==> config.mk <==
export PLATFORM = sky130hd
export DESIGN_NAME = adder_arbiter_flat
export DESIGN_NICKNAME = d
export VERILOG_FILES = /design/src/rtl/adder_arbiter_if.sv /design/src/rtl/adder_arbiter.sv /design/src/flat_wrapper.sv
export SDC_FILE = /design/constraint.sdc
export NUM_CORES = 1
export LEC_CHECK = 0
export CAP_MARGIN = 20
export CORE_ASPECT_RATIO = 0.9
export CORE_UTILIZATION = 33
export DETAILED_ROUTE_END_ITERATION = 6
export PLACE_DENSITY = 0.83
export SLEW_MARGIN = 10
export SYNTH_ARGS = -nofsm -noshare
export SYNTH_HDL_FRONTEND = slang
export SYNTH_SLANG_ARGS = --single-unit
==> constraint.sdc <==
create_clock -name clk -period 1.9 [get_ports clk]
set_input_delay 0.38 -clock clk [delete_from_list [all_inputs] [get_ports clk]]
set_output_delay 0.38 -clock clk [all_outputs]
set_load 0.02 [all_outputs]
==> src/rtl/adder_arbiter_if.sv <==
// adder_arbiter_if
// Requester-side bundle for adder_arbiter: requests with their operand
// slices, the combinational grant vector, and the tagged result return.
//   req       : per-requester request, bit i qualifies slice i
//   a_in/b_in : packed operands, requester i uses [i*WIDTH +: WIDTH]
//   cin_in    : per-requester carry-in
//   gnt       : one-hot grant, combinational
//   rsp_valid : one-hot, one-cycle result strobe
//   rsp_sum   : result sum, meaningful only while rsp_valid is non-zero
//   rsp_cout  : result carry-out
//   busy      : an accepted operation has not yet returned its result
// master = requester side (the parent), slave = the arbiter.
interface adder_arbiter_if #(
   parameter int WIDTH = 16,
   parameter int NREQ  = 4
);
   logic [NREQ-1:0]       req;
   logic [NREQ*WIDTH-1:0] a_in;
   logic [NREQ*WIDTH-1:0] b_in;
   logic [NREQ-1:0]       cin_in;
   logic [NREQ-1:0]       gnt;
   logic [NREQ-1:0]       rsp_valid;
   logic [WIDTH-1:0]      rsp_sum;
   logic                  rsp_cout;
   logic                  busy;

   modport master (
      output req, a_in, b_in, cin_in,
      input  gnt, rsp_valid, rsp_sum, rsp_cout, busy
   );

   modport slave (
      input  req, a_in, b_in, cin_in,
      output gnt, rsp_valid, rsp_sum, rsp_cout, busy
   );
endinterface

==> src/rtl/adder_arbiter.sv <==
// adder_arbiter
// Round-robin arbiter and two-stage sequencer that shares one external
// WIDTH-bit adder between NREQ requesters. One requester is granted per
// cycle; its operands are registered onto add_a/add_b/add_cin, and the
// adder's sum/carry are registered one edge later and returned with a
// one-hot rsp_valid tag. A grant in cycle T returns in cycle T+2.
//   clk      : rising-edge clock
//   rst      : asynchronous, active-low reset
//   bus      : requester bundle (adder_arbiter_if.slave)
//   add_a    : registered operand A to the shared adder
//   add_b    : registered operand B to the shared adder
//   add_cin  : registered carry-in to the shared adder
//   add_sum  : shared adder sum, combinational from add_a/add_b/add_cin
//   add_cout : shared adder carry-out
module adder_arbiter #(
   parameter int WIDTH = 16,
   parameter int NREQ  = 4,
   parameter int IDXW  = 2
) (
   input  logic                  clk,
   input  logic                  rst,
   adder_arbiter_if.slave        bus,
   output logic [WIDTH-1:0]      add_a,
   output logic [WIDTH-1:0]      add_b,
   output logic                  add_cin,
   input  logic [WIDTH-1:0]      add_sum,
   input  logic                  add_cout
);

   logic [IDXW-1:0] ptr;
   logic [IDXW-1:0] win_idx;
   logic [IDXW-1:0] cand_idx;
   logic            win;
   logic [NREQ-1:0] gnt_c;
   int              cand;

   logic            s1_valid;
   logic [IDXW-1:0] s1_idx;

   logic [NREQ-1:0] rsp_valid_q;
   logic [WIDTH-1:0] rsp_sum_q;
   logic            rsp_cout_q;

   // Round-robin search: walk the request vector starting at ptr, wrapping
   // modulo NREQ, and take the first set bit. The grant is forced low while
   // reset is held so nothing appears taken during reset.
   always_comb begin
      win      = 1'b0;
      win_idx  = '0;
      cand     = 0;
      cand_idx = '0;
      gnt_c    = '0;
      for (int k = 0; k < NREQ; k++) begin
         cand = int'(ptr) + k;
         if (cand >= NREQ) begin
            cand = cand - NREQ;
         end
         cand_idx = IDXW'(cand);
         if (!win && bus.req[cand_idx]) begin
            win     = 1'b1;
            win_idx = cand_idx;
         end
      end
      if (win && rst) begin
         gnt_c[win_idx] = 1'b1;
      end
   end

   // Stage 1: on a grant, move the priority pointer just past the winner and
   // capture the winner's operand slices onto the shared adder inputs. With
   // no grant the adder inputs hold so the adder does not toggle needlessly.
   always_ff @(posedge clk or negedge rst) begin
      if (!rst) begin
         ptr      <= '0;
         s1_valid <= 1'b0;
         s1_idx   <= '0;
         add_a    <= '0;
         add_b    <= '0;
         add_cin  <= 1'b0;
      end else begin
         if (win) begin
            ptr      <= (win_idx == IDXW'(NREQ - 1)) ? '0 : win_idx + 1'b1;
            s1_valid <= 1'b1;
            s1_idx   <= win_idx;
            add_a    <= bus.a_in[win_idx*WIDTH +: WIDTH];
            add_b    <= bus.b_in[win_idx*WIDTH +: WIDTH];
            add_cin  <= bus.cin_in[win_idx];
         end else begin
            s1_valid <= 1'b0;
         end
      end
   end

   // Stage 2: the adder has had a full cycle to settle on the stage-1
   // operands, so capture its result and tag it with the requester that was
   // granted. The result registers hold between operations.
   always_ff @(posedge clk or negedge rst) begin
      if (!rst) begin
         rsp_valid_q <= '0;
         rsp_sum_q   <= '0;
         rsp_cout_q  <= 1'b0;
      end else begin
         if (s1_valid) begin
            rsp_valid_q <= NREQ'(1) << s1_idx;
            rsp_sum_q   <= add_sum;
            rsp_cout_q  <= add_cout;
         end else begin
            rsp_valid_q <= '0;
         end
      end
   end

   // busy is built only from pipeline registers, so it has no path from req.
   assign bus.gnt       = gnt_c;
   assign bus.rsp_valid = rsp_valid_q;
   assign bus.rsp_sum   = rsp_sum_q;
   assign bus.rsp_cout  = rsp_cout_q;
   assign bus.busy      = s1_valid | (|rsp_valid_q);

endmodule
==> src/flat_wrapper.sv <==
// flat-port wrapper written by rule: the top's interface ports become plain ports
module adder_arbiter_flat 
#(
   parameter int WIDTH = 16,
   parameter int NREQ  = 4,
   parameter int IDXW  = 2
)
  (clk, rst, add_a, add_b, add_cin, add_sum, add_cout, bus_req, bus_a_in, bus_b_in, bus_cin_in, bus_gnt, bus_rsp_valid, bus_rsp_sum, bus_rsp_cout, bus_busy);
  adder_arbiter_if #(.WIDTH(WIDTH), .NREQ(NREQ)) bus_i ();
  input  logic clk;
  input  logic rst;
  output logic [WIDTH-1:0] add_a;
  output logic [WIDTH-1:0] add_b;
  output logic add_cin;
  input  logic [WIDTH-1:0] add_sum;
  input  logic add_cout;
  input wire logic [$bits(bus_i.req)-1:0] bus_req;
  input wire logic [$bits(bus_i.a_in)-1:0] bus_a_in;
  input wire logic [$bits(bus_i.b_in)-1:0] bus_b_in;
  input wire logic [$bits(bus_i.cin_in)-1:0] bus_cin_in;
  output wire logic [$bits(bus_i.gnt)-1:0] bus_gnt;
  output wire logic [$bits(bus_i.rsp_valid)-1:0] bus_rsp_valid;
  output wire logic [$bits(bus_i.rsp_sum)-1:0] bus_rsp_sum;
  output wire logic [$bits(bus_i.rsp_cout)-1:0] bus_rsp_cout;
  output wire logic [$bits(bus_i.busy)-1:0] bus_busy;
  assign bus_i.req = bus_req;
  assign bus_i.a_in = bus_a_in;
  assign bus_i.b_in = bus_b_in;
  assign bus_i.cin_in = bus_cin_in;
  assign bus_gnt = bus_i.gnt;
  assign bus_rsp_valid = bus_i.rsp_valid;
  assign bus_rsp_sum = bus_i.rsp_sum;
  assign bus_rsp_cout = bus_i.rsp_cout;
  assign bus_busy = bus_i.busy;
  adder_arbiter #(.WIDTH(WIDTH), .NREQ(NREQ), .IDXW(IDXW)) u_core (.clk(clk), .rst(rst), .bus(bus_i), .add_a(add_a), .add_b(add_b), .add_cin(add_cin), .add_sum(add_sum), .add_cout(add_cout));
endmodule
==> impl_metrics.toml, run 1 <==
[status]
status = "complete, but fails checks"
violations = "setup timing"

[synthesis]
synth_area_sq_um = 3220
ys_types = 37
netlist_instances = 280
synth_edf_count = 0
synthTopCellsByArea = "dfrtp_1 46%, mux2i_1 10%, a221o_1 8.7%"
synth_area_leader_cell = "dfrtp_1"
synth_warnings = 0
async_reset_ff_frac = 1.00
ys.flop_type = "dfrtp_1"
ys_seq_elements = 59
syn-num-nets = 435
postSynthAreaPerCell_sq_um = 11.5
synth_top_area_frac = 0.459
seq_area_frac_synth = 0.459

[setup_path]
worst_path_most_repeated_cell = "buf_6"
arrival_ns = 2.30
crit_path_max_fanout = 6
r2r_setup_slack_ns = -0.18
slowest_delay_ns = 0.46
critPathKind = "reg -> reg"
crit_cells = 9
worstSetupStartpointType = "flop"
critical_path.cell_chain = "buf_6 -> or3b_4 -> buf_6 -> o221ai_4 -> buf_6 -> buf_12 -> mux2i_2 -> nor2_1 -> o22a_1"
path_delay_family = "buffers and inverters"
crit_buf_inv = 4
cp_slowest_cell = "dfrtp_2"
worstRegToRegCells = 9
cp-end-kind = "flop"
crit_required_ns = 2.12

[grt]
antenna_found_initial = 0
gr-max-usage-layer = "met2"
gr-total-overflow = 0
grt_start_max_net_pins = 37
grt_usage = 0.234
gr-usage-met1 = 0.261
first_global_vias = 3538
grt_use_met3 = 0.0492
grtUsageMet2 = 0.443
grt_pass1_wl_um = 18100

[clocking]
path_clk_slew_ns = 0.07
htree_levels = 3
clockRootBuffer = "clkbuf_8"
cts_tree = "yes"
cts.sinks = 59
cts.path.max_buffers = 2
cts-buffers-inserted = 9
clk_latency_ns = 0.34

[floorplanning]
start_util = 0.346
die_x_um = 106
die_height_um = 95.7
io_pins = 214
rows = 33
dieArea_sq_um = 10100
coreArea_sq_um = 9290

[placed_design]
numPortBuffers = 213
gp_congestion = 0.888
post-dp-hpwl_um = 8570

[pwr]
power.total_uw = 5410
switching_share = 0.337
p_int_uw = 3590
power_frac_seq = 0.311
power.switching_uw = 1820
pwr-share-clk = 0.218
powerDensity_nw_per_um2 = 902
power_frac_comb = 0.471
ir_drop_v = 0.000500
p_leak_uw = 0.00255

[detailed_routing]
finalWirelength_um = 12100
drt_iter0_drc = 92
drc = 0
drt_pass1_iterations = 4
postRouteAntennaNets = 0
vias_per_cell = 5.17
vias = 3353
routedWlPerCell_um = 18.6

[worst_hold_path]
hold_class = "in -> async"

[timing]
fmax_mhz = 481
slew_headroom = 0.709
hold_violations = 0
maxSlewViolCount = 0
fin_crit_ns = 2.08
rsz0062_at_grt = "yes"
finalCritPeriodShare = 1.09
worst_pin_slew_ns = 0.437
setup_viol = 34
tns_ns = -3.41
clock_skew_ns = 0.00738
timing.final.ws_setup_ns = -0.178

[run]
drv_cap = 0

[finish]
num_antenna_cells = 0
final_nets = 677
area_delta_synth_final_pct = 86.5
drive_above_1_share = 0.184
nFillCells = 773
-- power by group through the flow --
stage | clock, uW | combinational [uW] | sequential, uW
after floorplan | 0 | 901 | 1980
after global placement | 0 | 2260 | 1690
after detailed placement | 0 | 2310 | 1710
after CTS | 1200 | 2560 | 1680
after global routing | 1250 | 2700 | 1710
final | 1180 | 2550 | 1680
-- cells in the final DEF (no fill, tap or decap), types with 2 or more instances in the layout --
cell type,instances
a21o_1,2
clkinvlp_4,3
mux2i_1,31
a221o_1,28
dlygate4sd2_1,5
o22a_1,28
buf_6,8
buf_2,3
nand2_1,9
buf_12,5
o22ai_1,5
nor2_1,35
clkdlybuf4s50_1,203
o21a_1,2
dfrtp_1,57
inv_2,2
dfrtp_2,2
clkbuf_8,10
nand2b_1,2
a221oi_1,5
mux2_2,17
buf_4,30
a21oi_1,2
and3_4,3
and2_1,2
o21ai_0,2
-- worst paths after layout --
check / startpoint / endpoint
worst max-delay path: u_core.ptr[0] / u_core.add_b[2]
worst min-delay path: rst / u_core.add_a[3]
worst max register to register: u_core.ptr[0] / u_core.add_b[2]
worst min register to register: u_core.s1_idx[1] / u_core.bus.rsp_valid[1]
max in group asynchronous: rst / u_core.add_b[5]
min in group clk: u_core.s1_idx[1] / u_core.bus.rsp_valid[1]
-- area by class of cell --
cell class	count	area, sq um	share of cell area
flip-flops and latches	59	1480	0.247
well taps	122	153	0.0254
clock buffers	11	141	0.0236
repair buffers	256	2540	0.424
multi-input cells	193	1610	0.269
inverters	3	11.3	0.00188
clock inverters	5	61.3	0.0102
-- per-layer routing --
layer | routed length (um) | share of wire | up-vias
li1 | - | - | 1558
met1 | 4840 | 0.40 | 1632
met2 | 6330 | 0.52 | 144
met3 | 723 | 0.060 | 19
met4 | 210 | 0.017 | 0
met5 | 0 | 0 | -
-- per-stage QoR --
step	instance area, sq um	hold slack (ns)	utilization	instances	setup WS (ns)
4_1_cts	6000	0.431	0.646	651	-0.162
6_report	6000	0.426	0.646	649	-0.178
3_3_place_gp	5580	0.233	0.601	622	-0.687
2_1_floorplan	3220	0.0844	-	280	0.0737
5_1_grt	6000	0.435	0.646	649	-0.233
3_5_place_dp	5580	0.230	0.601	622	-0.690
-- Yosys cell counts, types with 3 or more instances --
library cell and n:
buf_12 3, o22a_1 28, and3_1 4, mux2_2 18, buf_2 6, nor2_1 35
a21oi_1 4, buf_6 5, a221o_1 28, dfrtp_1 59, clkbuf_1 8, nand2_1 9
a221oi_1 5, o22ai_1 5, mux2i_1 33
-- registers in the layout (all words and copies together) (netlist names) --
signal                flops
u_core.bus.rsp_cout       1
u_core.add_cin            1
u_core.s1_valid           1
u_core.s1_idx             2
u_core.ptr                2
u_core.add_a             16
u_core.bus.rsp_sum       16
u_core.bus.rsp_valid      4
u_core.add_b             16
-- repair_timing --
| item | 4_1_cts | 5_1_grt |
|---|---|---|
| buffers inserted | 11 | 0 |
| pin swaps | 6 | 6 |
| cloned | 2 | 1 |
| resized for setup | 42 | 8 |
| hold buffers | 1 | 0 |
| setup endpoints to repair | 38 | 37 |
| hold endpoints to repair | 1 | 0 |
-- cells by family (layout without fill, tap and decap cells) --
logic type,count (synthesis),count (layout),synth area share
AND/OR/NAND/NOR,60,60,0.0898
AO/OA/AOI/OAI,82,82,0.221
multiplexers,51,51,0.166
flip-flops,59,59,0.459
buffers and inverters,28,275,0.0642
Power figures use the tool's default switching activity.
==> run 2, diff against run 1 <==
Settings changed: SETUP_SLACK_MARGIN set to 0.15.
==> impl_metrics.toml, run 2 (synthesized netlist as in run 1, its figures left out) <==
[setup_path]
critPathKind = "reg -> reg"
arrival_ns = 2.25
cp_slowest_cell = "dfrtp_2"
worstSetupStartpointType = "flop"
startpoint = "u_core.ptr[0]"
crit_required_ns = 2.12
worstRegToRegCells = 9
critical_path.cell_chain = "buf_6 -> buf_6 -> mux2_4 -> o221ai_4 -> buf_12 -> buf_12 -> mux2i_2 -> nor2_1 -> o22a_1"
slowest_delay_ns = 0.45
rr_startpoint = "u_core.ptr[0]"
r2r_end = "u_core.add_a[7]"
r2r_setup_slack_ns = -0.14
cp-end-kind = "flop"
crit_path_max_fanout = 6

[finish]
instances_no_fill = 650
area_delta_synth_final_pct = 87.8
layout_commonest_cell = "clkdlybuf4s50_1"
regArea_sq_um = 1480
mostFrequentLayoutCells = "201 x clkdlybuf4s50_1, 57 x dfrtp_1, 35 x nor2_1, 32 x buf_4, 29 x mux2i_1"
final_nets = 678
final_cell_area_sq_um = 6040
nFillCells = 729
multiInputGateArea_sq_um = 1610
num_antenna_cells = 0
drive_above_1_share = 0.197

[timing]
worst_pin_slew_ns = 0.468
hold_violations = 0
fin_crit_ns = 2.04
maxSlewViolCount = 0
rsz0062_at_grt = "yes"
clock_skew_ns = 0.00921
slew_headroom = 0.688
setup_viol = 37
timing.final.ws_setup_ns = -0.137
finalCritPeriodShare = 1.07
fmax_mhz = 491
hold-worst-slack_ns = 0.0513

[floorplanning]
rows = 33
die_height_um = 95.7
dieArea_sq_um = 10100
start_util = 0.346
coreArea_sq_um = 9290
die_x_um = 106
io_pins = 214

[pwr]
power.total_uw = 5450
p_leak_uw = 0.00260
ir_drop_v = 0.000469
powerDensity_nw_per_um2 = 902

[status]
status = "complete, but fails checks"
violations = "setup timing"

[clocking]
clockRootBuffer = "clkbuf_8"
clk_latency_ns = 0.33
cts.path.max_buffers = 2
cts-buffers-inserted = 9
cts_tree = "yes"
htree_levels = 3
path_clk_slew_ns = 0.07
cts.sinks = 59

[placed_design]
dpl_cell_area_sq_um = 5570
gp_congestion = 0.804
numPortBuffers = 213
placed_cells = 620
post-dp-hpwl_um = 8410

[detailed_routing]
vias = 3395
routedWlPerCell_um = 18.5
drc = 0
postRouteAntennaNets = 0
drt_pass1_iterations = 4
drt_iter0_drc = 143
vias_per_cell = 5.22
finalWirelength_um = 12000

[grt]
antenna_found_initial = 0
first_global_vias = 3502
gr-total-overflow = 0
grt_usage = 0.233
grt_start_max_net_pins = 38
grt_pass1_wl_um = 17800

[run]
drv_cap = 0

[worst_hold_path]
hold_class = "in -> async"
## run 2: changes by cell type in the layout (fill, tap and decap cells not counted), sizes merged
cell and delta:
dlygate4sd2 -1, dlymetal6s2s +2, inv -1, clkbuf +2, clkinvlp -3, clkinv +3, buf +1, clkdlybuf4s50 -2
## run 2: cell type report
class,instances,share of cell area
inverters,3,0.00186
flip-flops and latches,59,0.245
clock buffers,12,0.0257
multi-input cells,193,0.267
repair buffers,257,0.427
well taps,122,0.0253
clock inverters,4,0.00808
## run 2: repair_timing
item,4_1_cts,5_1_grt
hold buffers,1,0
pin swaps,9,19
gates resized for setup,45,15
endpoints found under the hold margin,2,0
cloned,2,1
buffers inserted,7,3
endpoints found under the setup margin,39,40
## run 2: worst max-delay path by stage
stage	endpoint	slack (ns)
4_1_cts	u_core.add_a[7]	-0.16
3_5_place_dp	bus_gnt[0]	-0.70
2_1_floorplan	u_core.add_a[10]	0.14
3_3_place_gp	bus_gnt[0]	-0.68
6_report	u_core.add_a[7]	-0.14
5_1_grt	bus_gnt[2]	-0.22
## run 2: per-layer routing
metal  wire length (um)  part of all wire  global-route usage  up-vias
met5                  0                 0                   0        -
met4                344             0.029               0.105        0
met3                619             0.052              0.0499       27
met2               6230              0.52               0.419      145
met1               4820              0.40               0.269     1661
li1                   -                 -                   -     1562
## run 2: stage by stage
step                       util  TNS [ns]  worst slack (ns)
after CTS                 0.640     -3.74            -0.159
final                     0.650     -3.25            -0.137
after global routing      0.650     -6.00            -0.224
after detailed placement  0.599    -21.04            -0.697
after global placement    0.599    -18.68            -0.679
after floorplan               -         0             0.138
## run 2: critical path: cells and delay by family (launching register included)
family                 cells  cell delay (ns)
buffers and inverters      4             0.53
muxes                      2             0.49
DFF                        1             0.45
AOI/OAI and AO/OA          2             0.39
and+or+nand+nor            1             0.06
## run 2: power by group
part	internal, uW	switching, uW	leakage (uW)
sequential	1520	169	0.000698
combinational	1460	1120	0.00180
clock	676	505	0.000106
total	3650	1800	0.00260
